===== config.mk =====
export PLATFORM = sky130hd
export DESIGN_NAME = uart_prog_loader
export DESIGN_NICKNAME = d
export VERILOG_FILES = /design/src/rtl/uart_prog_loader.sv
export SDC_FILE = /design/constraint.sdc
export NUM_CORES = 1
export LEC_CHECK = 0
export CORE_UTILIZATION = 58
export CTS_CLUSTER_DIAMETER = 30
export DETAILED_ROUTE_END_ITERATION = 7
export PLACE_DENSITY = 0.8
export SYNTH_ARGS = -nofsm -noshare
export SYNTH_HDL_FRONTEND = slang
export SYNTH_SLANG_ARGS = --single-unit

===== constraint.sdc =====
create_clock -name clk -period 4 [get_ports clk]
set_clock_uncertainty 0.05 [all_clocks]
set_input_delay 0.8 -clock clk [delete_from_list [all_inputs] [get_ports clk]]
set_output_delay 0.8 -clock clk [all_outputs]
set_load 0.01 [all_outputs]

===== src/rtl/uart_prog_loader.sv =====
// uart_prog_loader
// Boot-time program loader sitting between the UART receiver and the
// instruction memory. After a start byte it assembles little-endian 32-bit
// words from the byte stream and writes them to consecutive word addresses.
// A trailing XOR checksum byte decides whether the CPU may leave reset.
//
// Ports:
//   clk       - system clock, rising edge
//   rst       - synchronous active-high reset
//   rx_valid  - one-cycle strobe, rx_data holds a received byte
//   rx_data   - received byte
//   mem_we    - one-cycle instruction-memory write strobe
//   mem_addr  - word address of the write (held until the next write)
//   mem_wdata - word to write (held until the next write)
//   cpu_hold  - 1 keeps the CPU core in reset
//   done      - image loaded and checksum good
//   err       - last image failed (bad checksum or timeout)
module uart_prog_loader #(
    parameter int          MEM_WORDS      = 64,
    parameter int          ADDR_W         = 8,
    parameter logic [7:0]  START_BYTE     = 8'hA5,
    parameter int          TIMEOUT_CYCLES = 100000
) (
    input  logic              clk,
    input  logic              rst,
    input  logic              rx_valid,
    input  logic [7:0]        rx_data,
    output logic              mem_we,
    output logic [ADDR_W-1:0] mem_addr,
    output logic [31:0]       mem_wdata,
    output logic              cpu_hold,
    output logic              done,
    output logic              err
);

    localparam logic [2:0] ST_IDLE  = 3'd0;
    localparam logic [2:0] ST_LOAD  = 3'd1;
    localparam logic [2:0] ST_CHECK = 3'd2;
    localparam logic [2:0] ST_DONE  = 3'd3;
    localparam logic [2:0] ST_ERROR = 3'd4;

    localparam logic [ADDR_W-1:0] LAST_WORD   = ADDR_W'(MEM_WORDS - 1);
    localparam logic [31:0]       TIMEOUT_LIM = 32'(TIMEOUT_CYCLES);

    // Running XOR checksum over the image data bytes.
    function automatic logic [7:0] csum_next(input logic [7:0] acc, input logic [7:0] b);
        csum_next = acc ^ b;
    endfunction

    logic [2:0]        state_r;
    logic [1:0]        byte_idx_r;
    logic [ADDR_W-1:0] word_idx_r;
    logic [7:0]        checksum_r;
    logic [23:0]       shift_r;      // bytes 0..2 of the word being assembled
    logic [31:0]       idle_cnt_r;
    logic              timeout_hit_s;
    logic              is_start_s;

    // Timeout fires on the idle cycle that would bring the counter to the limit.
    always_comb begin
        timeout_hit_s = 1'b0;
        if (TIMEOUT_CYCLES != 0) begin
            timeout_hit_s = !rx_valid && ((idle_cnt_r + 32'd1) == TIMEOUT_LIM);
        end else begin
            timeout_hit_s = 1'b0;
        end
        is_start_s = rx_valid && (rx_data == START_BYTE);
    end

    // Loader state machine; all outputs are registered here.
    always_ff @(posedge clk) begin
        if (rst) begin
            state_r    <= ST_IDLE;
            byte_idx_r <= 2'd0;
            word_idx_r <= '0;
            checksum_r <= 8'd0;
            shift_r    <= 24'd0;
            idle_cnt_r <= 32'd0;
            mem_we     <= 1'b0;
            mem_addr   <= '0;
            mem_wdata  <= 32'd0;
            cpu_hold   <= 1'b1;
            done       <= 1'b0;
            err        <= 1'b0;
        end else begin
            mem_we <= 1'b0;
            case (state_r)
                ST_IDLE, ST_ERROR: begin
                    // Both IDLE and ERROR (re)open an image on the start byte.
                    if (is_start_s) begin
                        state_r    <= ST_LOAD;
                        byte_idx_r <= 2'd0;
                        word_idx_r <= '0;
                        checksum_r <= 8'd0;
                        idle_cnt_r <= 32'd0;
                        err        <= 1'b0;
                    end else begin
                        state_r <= state_r;
                    end
                end
                ST_LOAD: begin
                    if (rx_valid) begin
                        idle_cnt_r <= 32'd0;
                        checksum_r <= csum_next(checksum_r, rx_data);
                        byte_idx_r <= byte_idx_r + 2'd1;
                        if (byte_idx_r == 2'd3) begin
                            mem_we     <= 1'b1;
                            mem_addr   <= word_idx_r;
                            mem_wdata  <= {rx_data, shift_r};
                            word_idx_r <= word_idx_r + {{(ADDR_W-1){1'b0}}, 1'b1};
                            if (word_idx_r == LAST_WORD) begin
                                state_r <= ST_CHECK;
                            end else begin
                                state_r <= ST_LOAD;
                            end
                        end else begin
                            // Little-endian: newest byte enters at the top.
                            shift_r <= {rx_data, shift_r[23:8]};
                        end
                    end else if (timeout_hit_s) begin
                        state_r <= ST_ERROR;
                        err     <= 1'b1;
                    end else begin
                        idle_cnt_r <= idle_cnt_r + 32'd1;
                    end
                end
                ST_CHECK: begin
                    if (rx_valid) begin
                        idle_cnt_r <= 32'd0;
                        if (rx_data == checksum_r) begin
                            state_r  <= ST_DONE;
                            done     <= 1'b1;
                            cpu_hold <= 1'b0;
                        end else begin
                            state_r <= ST_ERROR;
                            err     <= 1'b1;
                        end
                    end else if (timeout_hit_s) begin
                        state_r <= ST_ERROR;
                        err     <= 1'b1;
                    end else begin
                        idle_cnt_r <= idle_cnt_r + 32'd1;
                    end
                end
                ST_DONE: begin
                    // Terminal until reset; every byte is ignored.
                    state_r <= ST_DONE;
                end
                default: begin
                    state_r  <= ST_IDLE;
                    cpu_hold <= 1'b1;
                    done     <= 1'b0;
                end
            endcase
        end
    end

endmodule


# After elaboration in Yosys (flattened, before gate mapping)
# Cells that the tools add are included.
totals:
  reg_bits: 121
  in_bits: 11
  out_inout_bits: 44
  wordCells: 91
classes:
  n_addsub: 3
  n_eq_ne: 18
  muxes: 34
  bitwise_logic: 5
  n_reduce_logical: 19
ops:
  columns: ["cell", "n"]
  rows:
  - ["two-way mux 32 bit", 3]
  - ["case mux 32 bit (2 select lines)", 1]
  - ["adder 32 x 1 -> 32 bit, second input constant", 1]
  - ["== test 32 x 17 -> 1 bit, second input constant", 1]
  - ["two-way mux 8 bit", 4]
  - ["case mux 8 bit (2 select lines)", 2]
  - ["two-way mux 3 bit", 6]
  - ["AND reduction 3 bit", 5]
  - ["!= test 2 bit, second input constant", 6]
  - ["case mux 3 bit (4 select lines)", 1]
  - ["two-way mux 1 bit", 10]
  - ["!= test 3 bit, second input constant", 3]
  - ["adder 8 x 1 -> 8 bit, second input constant", 1]
  - ["== test 8 x 6 -> 1 bit, second input constant", 1]
  - ["== test 8 bit", 1]
  - ["== test 8 bit, second input constant", 1]
  - ["AND reduction 4 bit", 2]
  - ["bitwise XOR 8 bit", 1]
  - ["== test 3 x 2 -> 1 bit, second input constant", 2]
  - ["two-way mux 2 bit", 3]
  - ["NOT 1 bit", 4]
  - ["case mux 1 bit (2 select lines)", 2]
  - ["case mux 2 bit (2 select lines)", 1]
  - ["nonzero test 2 bit", 2]
  - ["13 further kinds", 15]

# Longest topological paths before layout
# Gate-level depths: netlist of the first run.
logic_depth:
  word_depth: 6
  mapped_depth: 11
  mapped_depth_nobuf: 9

# Worst setup path before layout of the first run
# No wires, ideal clock.
synth_path:
  path_kind: "register to register"
  from: "register idle_cnt_r[0]"
  to: "register idle_cnt_r[14]"
  setup_time_ns: 0.091
  t_arrival_ns: 2.772
  required_time_ns: 3.859
  path_slack_ns: 1.087
  stages_incl_launch_ff: 11
  n_path_buf: 1
  synth_period_minus_slack_ns: 2.913
  cell_sequence: "dfxtp_1 -> ha_1 -> nand3_1 -> nor4_2 -> nand3_1 -> xnor2_1 -> or4b_1 -> nor3_2 -> nor2_1 -> buf_2 -> a311oi_1"
synth_between:
  elab_chain_cells: 5
  elab_cells_between_ends: 8
  cone_classes: "add/sub (1); eq/ne (2); mux (3); reduce/logical (2)"
synth_rtl:
  columns: ["item", "line", "rtl"]
  rows:
  - ["start: declaration", "55", "logic [31:0] idle_cnt_r;"]
  - ["start signal: assignment", "124", "idle_cnt_r <= idle_cnt_r + 32'd1;"]
  - ["start signal: assignment", "142", "idle_cnt_r <= idle_cnt_r + 32'd1;"]
  - ["adder 32 x 1 -> 32 bit *", "63, 124, 142", null]
  - ["== test 32 x 17 -> 1 bit", "63", "timeout_hit_s = !rx_valid && ((idle_cnt_r + 32'd1) == TIMEOUT_LIM);"]
  - ["logical AND 1 bit", "63", null]
  - ["!= test 3 bit (no source line)", null, null]
  - ["AND reduction 3 bit (no source line)", null, null]
# Every way passes the cells marked *; elsewhere a longest branch is shown, timed or not. The select of a mux whose other input is x is not followed.
# A chain may end at the register's enable or synchronous reset.

# Final worst setup path of the first run
layout_path:
  from: "register idle_cnt_r[0]"
  to: "register idle_cnt_r[5]"
# The elaborated chain is that of the path after synthesis.

==> out/results.ini, run 1 <==
[clock_network]
cts.htree.levels = 4
clk_pin_slew_ps = 60
root_buffer = clkbuf_8
post-cts-setup-buffers = 0
cts_buffer_depth = 2
holdBufCountCts = 0
cts_buffers = 17
insertion_delay_ps = 530
clock_sinks = 121
cts_tree = yes
cts.repair.resized = 0

[power_and_ir_drop]
p_clk_frac = 0.548
switchingPower_uw = 624
p_comb_frac = 0.023
switching_share = 0.221
ir_worst_vdd_uv = 253
design_power_total_uw = 2820
p_leak_uw = 0.00233
power_frac_seq = 0.429
powerDensity_nw_per_um2 = 393
power.internal_uw = 2190

[worst_setup_path]
crit_slowest_cell = nor2_1
required_ps = 4300
startpoint_type = flip-flop
cp.arrival_ps = 3910
cp_cell_sequence = ha_1 -> nand3_1 -> nor4_2 -> nand3_1 -> xnor2_1 -> or4b_1 -> nor3_2 -> nor2_1 -> o21ai_0
rr_startpoint = idle_cnt_r[0]
cp-end-kind = flip-flop
startpoint = idle_cnt_r[0]
path_max_fanout = 11
path_common_cell = nand3_1
critPathTopFamily = simple AND/OR/NAND/NOR gates
crit_type = reg2reg
cpPeakStageDelay_ps = 720
crit_buf_inv = 0

[synth]
yosysWarnings = 0
synth.distinct_cells = 62
syn_nets = 792
synth_enable_flop_cells = 0
synth_area_um2 = 6000
yosys_most_used_dff = dfxtp_1
synth-seq-area-share = 0.404
synth_seq_cells = 121
synth-async-reset-ratio = 0
avgSynthCellArea_um2 = 7.73
synthCells = 777

[placement]
dpl_cell_area_um2 = 6560
placed_cells = 921
io_buffers = 54
place.gp.congestion = 0.958
dp_hpwl_um = 10400

[cells_and_area]
seqCellArea_um2 = 2420
fin_area_um2 = 7170
drive_gt1_frac = 0.0988
syn_to_final_growth_pct = 19.4
multi_input_area_um2 = 3290
layout.cells.most_common = nand2_1
n_antenna_cell = 0
final_cells = 953
final_cell_mix = nand2_1, dfxtp_1, a21oi_1
final_nets = 822
fill_cells = 773

[sta]
drv_slew = 0
hold_viol = 0
worst_pin_slew_ps = 944
maxSlewHeadroom = 0.368
period_share = 0.904
finalSetupViolCount = 0
max_freq_mhz = 277
whs_ps = 399
fin_setup_tns_ps = 0
period_needed_ps = 3620
rsz0062_at_grt = false

[drt]
drt_wl_total_um = 16000
wire_per_inst_um = 16.8
vias = 5803
vias_per_cell = 6.09
dr.pass1.iters = 7
ant_nets = 0
drc = 0
dr.first_iter.drc_count = 569

[die]
io_pins = 55
die_y_um = 104
design.die.area_um2 = 10800
num_rows = 36
start_util = 0.606
die_width_um = 104
core_um2 = 9910

[global_route]
grt_pass1_wl_um = 26300
grt_pass1_vias = 5381
antenna_found_initial = 0
gr-total-overflow = 0
grtUsageTotal = 0.302
grt_max_degree = 93

[status]
outcome = finished, final reports clean

[hold_path]
hp-start = err
hp-class = reg2reg

[run]
cap_violations = 0

-- state kept, by name (all words and copies together) (netlist names) --
register / count
idle_cnt_r: 32
mem_wdata: 32
shift_r: 24
checksum_r: 8
mem_addr: 8
word_idx_r: 8
state_r: 3
byte_idx_r: 2
cpu_hold: 1
done: 1
err: 1
mem_we: 1
-- tightest hold or removal path: cells and delay by family, from the launching register on --
kind / cells / cell delay [ps]
DFF: 1 / 310
AOI/OAI and AO/OA: 1 / 50
buffers and inverters: 1 / 50
-- cell type report --
type	instances	share of cell area
Inverter	8	0.00419
Sequential cell	121	0.338
Clock buffer	21	0.0655
Clock inverter	11	0.0187
Multi-Input combinational cell	589	0.459
Timing Repair Buffer	70	0.0918
Tap cell	133	0.0232
-- cell families after synthesis --
family	Yosys count	share of synthesized area
muxes	3	0.00500
AOI/OAI and AO/OA	181	0.189
adders and majority gates	4	0.00834
xor gates and xnor gates	26	0.0379
and+or+nand+nor	375	0.305
buffers and inverters	67	0.0509
DFF	121	0.404
-- layer usage --
| layer | vias up | global-route usage | part of all wire |
|---|---|---|---|
| met5 | - | 0 | 0 |
| met3 | 37 | 0.0837 | 0.080 |
| met4 | 0 | 0.109 | 0.021 |
| li1 | 2775 | - | - |
| met1 | 2733 | 0.403 | 0.44 |
| met2 | 258 | 0.469 | 0.46 |
-- cells in the mapped netlist, drive strengths merged (4+ instances only) --
cell / instances / area, um^2
a211oi: 5 / 37.5
a21o: 5 / 37.5
a21oi: 92 / 460
a311oi: 7 / 61.3
a31oi: 4 / 25.0
and3: 7 / 43.8
buf: 14 / 106
clkbuf: 45 / 169
dfxtp: 121 / 2420
ha: 4 / 50.1
inv: 8 / 30.0
nand2: 173 / 666
nand2b: 8 / 50.1
nand3: 30 / 155
nand3b: 15 / 113
nand4: 18 / 143
nor2: 70 / 268
nor3: 18 / 111
nor4: 11 / 90.1
o21a: 6 / 45.0
o21ai: 34 / 185
o41ai: 12 / 150
or2: 4 / 25.0
or3: 4 / 25.0
xnor2: 18 / 158
xor2: 8 / 70.1
-- path summary, 6_finish.rpt --
path                         to  slack [ps]  cells past startpoint
hold / removal              err         400                      2
setup / recovery  idle_cnt_r[5]         380                      9
hold reg to reg             err         400                      2
setup reg to reg  idle_cnt_r[5]         380                      9
-- metrics by stage --
stage                     utilization  setup slack [ps]
final                           0.723               384
after global routing            0.723               145
after CTS                       0.723               469
after detailed placement        0.662               416
after global placement          0.662               468
after floorplan                     -              1090
-- power by group through the flow --
stage / sequential (uW) / clock [uW] / combinational [uW]
after floorplan: 1230 / 0 / 34.5
after global placement: 1230 / 0 / 62.8
after detailed placement: 1230 / 0 / 64.4
after CTS: 1210 / 1550 / 64.8
after global routing: 1210 / 1610 / 70.5
final: 1210 / 1540 / 65.7
Power figures use the tool's default switching activity.
==> run 2: changes to the inputs <==
--- a/config.mk
+++ b/config.mk
@@ -8,6 +8,7 @@
 export CORE_UTILIZATION = 58
 export CTS_CLUSTER_DIAMETER = 30
 export DETAILED_ROUTE_END_ITERATION = 7
+export MAX_ROUTING_LAYER = met4
 export PLACE_DENSITY = 0.8
 export SYNTH_ARGS = -nofsm -noshare
 export SYNTH_HDL_FRONTEND = slang
==> run 2 against run 1 <==
Against the previous run: cell count grew 0.10%; sequential power about the same; total power is 3.9% lower; sequential share of layout area increased by 0.18 points; utilization decreased by 0.38 points; die area did not move; worst hold slack better by 1.4 ps; cell area fell by 0.52%; clock power down 7%; critical path type unchanged.
==> out/results.ini, run 2 (synthesis gave the netlist of run 1 again) <==
[power_and_ir_drop]
p_comb_frac = 0.024  ; about the same
p_leak_uw = 0.00231  ; -0.76%
p_clk_frac = 0.529  ; -0.019
power_frac_seq = 0.446  ; +0.017
switching_share = 0.237  ; +0.0152
powerDensity_nw_per_um2 = 380  ; -3.4%
switchingPower_uw = 640  ; +2.7%
power.internal_uw = 2070  ; -5.8%
ir_worst_vdd_uv = 232  ; -8.4%

[placement]
dp_hpwl_um = 10500  ; +1.4%
dp_slack_ps = 335  ; -81.9 ps
place.gp.congestion = 0.979  ; +2.2%
io_buffers = 54  ; unchanged

[clock_network]
clock_sinks = 121  ; unchanged
holdBufCountCts = 0  ; unchanged
clk_pin_slew_ps = 60  ; about the same
post-cts-setup-buffers = 0  ; unchanged
cts_tree = yes
insertion_delay_ps = 520  ; about the same
root_buffer = clkbuf_8
cts_buffer_depth = 2  ; unchanged
cts.htree.levels = 4  ; unchanged
cts.repair.resized = 0  ; unchanged
cts_buffers = 17  ; unchanged

[worst_setup_path]
rr_startpoint = idle_cnt_r[0]
crit_slowest_cell = nor4b_1
path_max_fanout = 7  ; -4
required_ps = 4390  ; +90 ps
cpPeakStageDelay_ps = 550  ; -170 ps
cp.arrival_ps = 4070  ; +160 ps
cp-end-kind = flip-flop
startpoint = idle_cnt_r[0]
cp_cell_sequence = ha_1 -> nand3_1 -> nor4_2 -> nand3_1 -> xnor2_1 -> or3b_2 -> nor4b_1 -> o211ai_1 -> a21oi_1
startpoint_type = flip-flop
crit_type = reg2reg
path_common_cell = nand3_1

[global_route]
busiest_layer = met2
grtUsageTotal = 0.310  ; +0.00752
grtUsageMet3 = 0.0686  ; -0.0151
antenna_found_initial = 0  ; unchanged
grt_use_met1 = 0.401  ; -0.00199
grt_pass1_vias = 5476  ; +1.8%
grt_max_degree = 92  ; -1.1%
met2_usage = 0.478  ; +0.00911
grt_pass1_wl_um = 26300  ; +0.11%
gr-total-overflow = 0  ; unchanged

[sta]
max_freq_mhz = 272  ; -1.7%
period_share = 0.920  ; +0.0161
period_needed_ps = 3680  ; +64.2 ps
worst_pin_slew_ps = 910  ; -34.2 ps
maxSlewHeadroom = 0.391  ; +0.0229
setup_ws_ps = 319  ; -64.2 ps
finalSetupViolCount = 0  ; unchanged
drv_slew = 0  ; unchanged
hold_viol = 0  ; unchanged
fin_setup_tns_ps = 0  ; unchanged
whs_ps = 400  ; +1.41 ps
rsz0062_at_grt = false

[drt]
dr.first_iter.drc_count = 524  ; -7.9%
vias_per_cell = 6.11  ; +0.27%
dr.pass1.iters = 6  ; -1
ant_nets = 0  ; unchanged
drc = 0  ; unchanged
vias = 5825  ; +0.38%
wire_per_inst_um = 16.5  ; -1.3%
drt_wl_total_um = 15800  ; -1.2%

[cells_and_area]
syn_to_final_growth_pct = 18.7
final_nets = 823  ; +0.12%
n_antenna_cell = 0  ; unchanged
reg_top3 = idle_cnt_r (32), mem_wdata (32), shift_r (24)
final_cell_mix = nand2_1, dfxtp_1, a21oi_1
fill_cells = 782  ; +1.2%
layout.cells.most_common = nand2_1
drive_gt1_frac = 0.0999  ; +0.00110

[die]
start_util = 0.606  ; unchanged
design.die.area_um2 = 10800  ; unchanged
num_rows = 36  ; unchanged
io_pins = 55  ; unchanged
die_y_um = 104  ; unchanged
die_width_um = 104  ; unchanged
core_um2 = 9910  ; unchanged

[hold_path]
hp-start = err
hp-class = reg2reg

[status]
outcome = finished, final reports clean

[run]
cap_violations = 0  ; unchanged

[run 2: cell types whose count changed in the layout (fill, tap and decap cells not counted), sizes merged]
cell | before | now
clkinvlp | 1 | 2
bufinv | 2 | 1
clkbuf | 21 | 17
inv | 12 | 13
buf | 17 | 18
clkinv | 4 | 7
[run 2: critical path: cells and delay by family, from the launching register on]
kind / cells / cell delay, ps
and+or+nand+nor: 5 / 2040
DFF: 1 / 510
AOI/OAI and AO/OA: 2 / 470
adders and majority gates: 1 / 310
xor gates and xnor gates: 1 / 210
[run 2: final timing paths]
| kind | cells past startpoint | to | slack, ps |
|---|---|---|---|
| worst min register to register | 2 | err | 400 |
| worst max register to register | 9 | state_r[2] | 320 |
| worst min-delay path | 2 | err | 400 |
| worst max-delay path | 9 | state_r[2] | 320 |
[run 2: per-layer routing]
layer	vias to the layer above	share of wire
li1	2782	-
met1	2748	0.43
met2	278	0.47
met3	17	0.092
met4	0	0.011
met5	-	0
[run 2: metrics by stage]
stage	utilization	cells	power (uW)	area, um^2
final	0.719	954	2710	7130
after global routing	0.719	954	2790	7130
after CTS	0.719	954	2720	7130
after detailed placement	0.663	922	1300	6570
after global placement	0.663	922	1300	6570
after floorplan	-	777	1270	6000
[run 2: area by class of cell]
cell class,instances,area (um^2),area share
Clock buffer,17,414,0.0581
Clock inverter,15,144,0.0202
Inverter,8,30.0,0.00421
Multi-Input combinational cell,589,3290,0.461
Sequential cell,121,2420,0.340
Tap cell,133,166,0.0233
Timing Repair Buffer,71,666,0.0934
[run 2: power groups by stage]
stage / clock [uW] / sequential [uW] / combinational [uW]
3_5_place_dp: 0 / 1230 / 64.1
4_1_cts: 1450 / 1210 / 64.4
2_1_floorplan: 0 / 1230 / 34.5
5_1_grt: 1510 / 1210 / 70.1
6_report: 1430 / 1210 / 65.4
3_3_place_gp: 0 / 1230 / 62.9
